==> src/rtl/four_bit_signed_divider_if.sv <==
// four_bit_signed_divider_if: request/result bundle for the 4-bit signed divider
interface four_bit_signed_divider_if;
  logic       start;
  logic [3:0] dividend;
  logic [3:0] divisor;
  logic       busy;
  logic       done;
  logic [3:0] quotient;
  logic [3:0] remainder;
  logic       div_by_zero;
  logic       overflow;
  modport master (
    output start, dividend, divisor,
    input  busy, done, quotient, remainder, div_by_zero, overflow
  );
  modport slave (
    input  start, dividend, divisor,
    output busy, done, quotient, remainder, div_by_zero, overflow
  );
endinterface

==> src/rtl/four_bit_signed_divider.sv <==
// four_bit_signed_divider: 6-cycle restoring divider on magnitudes with sign fix-up
module four_bit_signed_divider (
  input logic clk,
  input logic reset,
  four_bit_signed_divider_if.slave bus
);
  typedef enum logic [1:0] {IDLE, DIVIDE, FIX, DONE} state_t;
  state_t state;
  logic [3:0] q, m, a, dvd, dvs, fq, fr;
  logic [1:0] cnt;
  logic       sign_q, sign_r, dz, ov;
  logic [4:0] a_s, t;
  always_comb begin
    // a never exceeds 7 between iterations, so only the shifted partial remainder needs 5 bits
    a_s = {a, q[3]};
    t   = a_s + {1'b1, ~m} + 5'd1;
    dz  = dvs == 4'd0;
    ov  = !dz && dvd == 4'h8 && dvs == 4'hf;
    fq  = dz ? 4'hf : ov ? 4'h8 : sign_q ? 4'd0 - q : q;
    fr  = dz ? dvd : ov ? 4'd0 : sign_r ? 4'd0 - a : a;
  end
  always_ff @(posedge clk) begin
    if (reset) begin
      state           <= IDLE;
      q               <= '0;
      m               <= '0;
      a               <= '0;
      dvd             <= '0;
      dvs             <= '0;
      cnt             <= '0;
      sign_q          <= 1'b0;
      sign_r          <= 1'b0;
      bus.busy        <= 1'b0;
      bus.done        <= 1'b0;
      bus.quotient    <= '0;
      bus.remainder   <= '0;
      bus.div_by_zero <= 1'b0;
      bus.overflow    <= 1'b0;
    end else begin
      unique case (state)
        IDLE, DONE: begin
          bus.done <= 1'b0;
          if (bus.start) begin
            state    <= DIVIDE;
            bus.busy <= 1'b1;
            dvd      <= bus.dividend;
            dvs      <= bus.divisor;
            q        <= bus.dividend[3] ? 4'd0 - bus.dividend : bus.dividend;
            m        <= bus.divisor[3] ? 4'd0 - bus.divisor : bus.divisor;
            sign_q   <= bus.dividend[3] ^ bus.divisor[3];
            sign_r   <= bus.dividend[3];
            a        <= '0;
            cnt      <= '0;
          end else begin
            state <= IDLE;
          end
        end
        DIVIDE: begin
          a     <= t[4] ? a_s[3:0] : t[3:0];
          q     <= {q[2:0], ~t[4]};
          cnt   <= cnt + 2'd1;
          state <= cnt == 2'd3 ? FIX : DIVIDE;
        end
        FIX: begin
          state           <= DONE;
          bus.busy        <= 1'b0;
          bus.done        <= 1'b1;
          bus.quotient    <= fq;
          bus.remainder   <= fr;
          bus.div_by_zero <= dz;
          bus.overflow    <= ov;
        end
      endcase
    end
  end
endmodule

==> src/flat_wrapper.sv <==
// flat-port wrapper written by rule: the top's interface ports become plain ports
module four_bit_signed_divider_flat 
  (clk, reset, bus_start, bus_dividend, bus_divisor, bus_busy, bus_done, bus_quotient, bus_remainder, bus_div_by_zero, bus_overflow);
  four_bit_signed_divider_if bus_i ();
  input logic clk;
  input logic reset;
  input wire logic [$bits(bus_i.start)-1:0] bus_start;
  input wire logic [$bits(bus_i.dividend)-1:0] bus_dividend;
  input wire logic [$bits(bus_i.divisor)-1:0] bus_divisor;
  output wire logic [$bits(bus_i.busy)-1:0] bus_busy;
  output wire logic [$bits(bus_i.done)-1:0] bus_done;
  output wire logic [$bits(bus_i.quotient)-1:0] bus_quotient;
  output wire logic [$bits(bus_i.remainder)-1:0] bus_remainder;
  output wire logic [$bits(bus_i.div_by_zero)-1:0] bus_div_by_zero;
  output wire logic [$bits(bus_i.overflow)-1:0] bus_overflow;
  assign bus_i.start = bus_start;
  assign bus_i.dividend = bus_dividend;
  assign bus_i.divisor = bus_divisor;
  assign bus_busy = bus_i.busy;
  assign bus_done = bus_i.done;
  assign bus_quotient = bus_i.quotient;
  assign bus_remainder = bus_i.remainder;
  assign bus_div_by_zero = bus_i.div_by_zero;
  assign bus_overflow = bus_i.overflow;
  four_bit_signed_divider u_core (.clk(clk), .reset(reset), .bus(bus_i));
endmodule
==> config.mk <==
export PLATFORM = sky130hd
export DESIGN_NAME = four_bit_signed_divider_flat
export DESIGN_NICKNAME = d
export VERILOG_FILES = /design/src/rtl/four_bit_signed_divider_if.sv /design/src/rtl/four_bit_signed_divider.sv /design/src/flat_wrapper.sv
export SDC_FILE = /design/constraint.sdc
export NUM_CORES = 1
export LEC_CHECK = 0
export ABC_AREA = 1
export ABC_CLOCK_PERIOD_IN_PS = 1850
export CAP_MARGIN = 20
export CORE_AREA = 2 2 66 68
export DETAILED_ROUTE_END_ITERATION = 8
export DIE_AREA = 0 0 68 70
export GPL_TIMING_DRIVEN = 1
export PLACE_DENSITY = 0.81
export SETUP_SLACK_MARGIN = 0.15
export SLEW_MARGIN = 30
export SYNTH_ARGS = -nofsm -noshare
export SYNTH_HDL_FRONTEND = slang
export SYNTH_SLANG_ARGS = --single-unit
==> constraint.sdc <==
create_clock -name clk -period 1.85 [get_ports clk]
set_input_delay 0.37 -clock clk [delete_from_list [all_inputs] [get_ports clk]]
set_output_delay 0.37 -clock clk [all_outputs]
set_load 0.03 [all_outputs]
==> summary.txt <==
Route
  • Vias: 1,814
  • Vias per cell: 5.20
  • DRC violations left: 0
  • Drt pass-1 iters: 5
  • Drt wl/cell: 12.9 µm
  • Final wirelength: 4490 µm
  • Iter 0 DRT Violations: 95
  • DRT antenna net count: 0

Worst setup path
  • Worst R2R End: u_core.a[1]
  • Crit path capture type: output port
  • Critical Path, Cell by Cell: clkdlybuf4s50_1
  • CP Depth: 1
  • Worst Setup EP: bus_quotient[0]
  • CP Data Required Time: 1.48 ns
  • Buffers & Inverters on Critical Path: 1
  • Worst R2R Path Depth: 11
  • Critical Setup Path Class: register to output port
  • Crit path max fanout: 2
  • Crit start category: register
  • Slowest CP cell: clkdlybuf4s50_1
  • Reg2reg setup slack: 0.21 ns
  • Critical Path Start: u_core.bus.quotient[0]
  • Cell family with most CP delay: buffers and inverters
  • CP max stage delay: 0.67 ns
  • Critical R2R Launch: u_core.q[3]
  • Worst EP arrival: 1.29 ns

Die
  • Rows: 24
  • Initial Utilization: 0.457
  • # IOs: 23
  • Chip Height: 70 µm
  • Die width: 68 µm
  • Die area: 0.00476 mm²
  • Core box area: 0.00414 mm²

Timing
  • Slew Viols, Final: 0
  • Final min period: 1.66 ns
  • Final hold viol count: 0
  • Final worst clock skew: 0.00540 ns
  • RSZ-0062 raised after global routing: no
  • Slew margin rel.: 0.719
  • Fin crit share: 0.899
  • Worst-Margin Slew: 0.420 ns
  • Fmax achieved: 0.601 GHz
  • Setup TNS: 0 ns
  • Final setup violation count: 0

Synthesis
  • Cell taking the most area after synthesis: dfxtp_1
  • EDFF count, synth: 0
  • Xor and xnor fraction of the mapped netlist area: 0.0277
  • Netlist cell types: 29
  • Asr flop ratio synth: 0
  • Post-synthesis simple-gate area fraction: 0.208
  • Top-count cell post-synth: nand2_1
  • Post-Synthesis Cells: 257
  • Synth Area in Adders: 0.0898
  • Synth Cell Area: 0.00189 mm²
  • Post-Syn Area per Cell: 7.37 µm²
  • Primary FF master, synth: dfxtp_1
  • Main combinational cell family by area after synthesis: simple AND/OR/NAND/NOR gates
  • Syn_nets: 281
  • Area contributors post-synth: dfxtp_1, a21oi_1, nand2_1
  • Seq/Total Area, Yosys: 0.380
  • Yosys top cell area share: 0.380
  • Post-synthesis mux area share: 0
  • Yosys reg bits: 36
  • Synth Area in Compound Gates: 0.196
  • Most instantiated cells after synthesis: nand2_1, dfxtp_1, inv_1
  • Synth warn: 0

Clock tree
  • CTS tree: done
  • H-tree depth: 2
  • Max clock buf depth: 2
  • Total clock buffers created by CTS: 5
  • Clock Latency Late Sink: 0.29 ns
  • Clock Sinks: 36
  • Root Driver: clkbuf_8
  • Clock-pin slew on the worst setup and hold paths: 0.08 ns

Cells and area
  • Final instance area: 0.00247 mm²
  • Layout fillers: 374
  • Final net count: 320
  • Layout cells sized above 1: 0.172
  • Area growth, synth to finish: 30.4%
  • # diodes: 0

Place
  • PortBufs: 22
  • Hpwl dp: 3090 µm
  • RePlAce Congestion: 0.905
  • Area after DPL: 0.00221 mm²

Global route
  • Number of global-route vias before repair: 1,648
  • Grt total ovfl: 0
  • Largest net degree at the start of global routing: 20
  • Initial antenna violation count: 0
  • First-pass GRT wire length: 7360 µm
  • Global-route usage over all layers: 0.201

Pwr
  • Pleak: 1.14 nW
  • PD cells: 777 mW/mm²
  • VDD IR max: 0.619 mV

Worst hold path
  • Hold Crit Class: register to register

Run status
  • Status: finished, final reports clean

Flow run
  • Maxcap violations: 0
cells in the final DEF, fill, tap and decap left out, types with 2 or more instances in the layout:
cell type,n
nand2_1,41
dfxtp_1,34
inv_1,32
a21oi_1,32
o21ai_0,24
nor2_1,17
buf_4,17
clkdlybuf4s50_1,16
nand3_1,12
ha_1,10
dlymetal6s2s_1,6
xor2_1,5
clkbuf_8,5
a31oi_1,4
nand4_1,3
nand2_4,3
nand3_2,3
nor3_1,3
inv_2,2
clkinvlp_4,2
nand3_4,2
nand2_2,2
inv_4,2
clkinv_2,2
a21oi_2,2
ha_2,2
dfxtp_2,2
cell families after synthesis:
family	Yosys count
adders and majority gates	13
DFF	36
buffers and inverters	45
xor gates and xnor gates	6
AOI/OAI and AO/OA	68
and+or+nand+nor	89
power by group:
part / internal [W] / switching [W] / leakage (nW)
clock: 0.000399 / 0.000298 / 0.0541
combinational: 0.000160 / 0.000226 / 0.794
sequential: 0.000810 / 0.0000293 / 0.295
timing repair:
item | in CTS | in global routing
pin swaps | 1 | 6
hold buffers | 0 | 0
gates resized for setup | 6 | 18
buffers inserted | 3 | 7
endpoints found under the setup margin | 6 | 22
area by class of cell:
cell class                 count  area (µm²)  share of cell area
timing repair buffer          39         363               0.147
clock inverter                 3        42.5              0.0172
sequential                    36         723               0.293
inverter                      38         153              0.0618
tap                           52        65.1              0.0263
multi-input combinational    176        1060               0.427
clock buffer                   5        68.8              0.0278
worst min path at each step:
| stage | slack, ns | endpoint | from | cells past startpoint |
|---|---|---|---|---|
| final | 0.46 | u_core.bus.quotient[2] | u_core.bus.quotient[2] | 2 |
| after global routing | 0.50 | u_core.a[2] | u_core.a[2] | 2 |
| after CTS | 0.47 | u_core.bus.quotient[2] | u_core.bus.quotient[2] | 2 |
| after detailed placement | 0.45 | u_core.bus.quotient[2] | u_core.bus.quotient[2] | 2 |
| after global placement | 0.45 | u_core.bus.quotient[2] | u_core.bus.quotient[2] | 2 |
| after floorplan | 0.44 | u_core.dvd[2] | u_core.dvd[2] | 2 |
worst min-delay path: cells and delay by family (launching register included):
| family | cells | cell delay [ns] |
|---|---|---|
| AND/OR/NAND/NOR | 1 | 0.06 |
| flip-flops | 1 | 0.31 |
| AO/OA/AOI/OAI | 1 | 0.05 |
metal layers:
metal | wire length (µm) | GRT usage
met1 | 1990 | 0.271
met2 | 2150 | 0.319
met3 | 249 | 0.0386
met4 | 94 | 0.0667
met5 | 0 | 0
state kept, by name, indices dropped and copies added, names as in the netlist:
| signal | count |
|---|---|
| u_core.a | 4 |
| u_core.bus.quotient | 4 |
| u_core.bus.remainder | 4 |
| u_core.dvs | 4 |
| u_core.q | 4 |
| u_core.dvd | 3 |
| u_core.m | 3 |
| u_core.cnt | 2 |
| u_core.state | 2 |
| u_core.bus.busy | 1 |
| u_core.bus.div_by_zero | 1 |
| u_core.bus.done | 1 |
| u_core.bus.overflow | 1 |
| u_core.sign_q | 1 |
| u_core.sign_r | 1 |
stage by stage:
| step | utilization | setup WS [ns] | cells | hold slack [ns] | power, W |
|---|---|---|---|---|---|
| 2_1_floorplan | - | 0.183 | 257 | 0.443 | 0.00109 |
| 3_3_place_gp | 0.532 | 0.117 | 331 | 0.452 | 0.00117 |
| 3_5_place_dp | 0.532 | 0.0435 | 331 | 0.455 | 0.00118 |
| 4_1_cts | 0.570 | 0.145 | 342 | 0.467 | 0.00188 |
| 5_1_grt | 0.596 | 0.117 | 349 | 0.501 | 0.00201 |
| 6_report | 0.596 | 0.186 | 349 | 0.462 | 0.00192 |
Power figures use the tool's default switching activity.
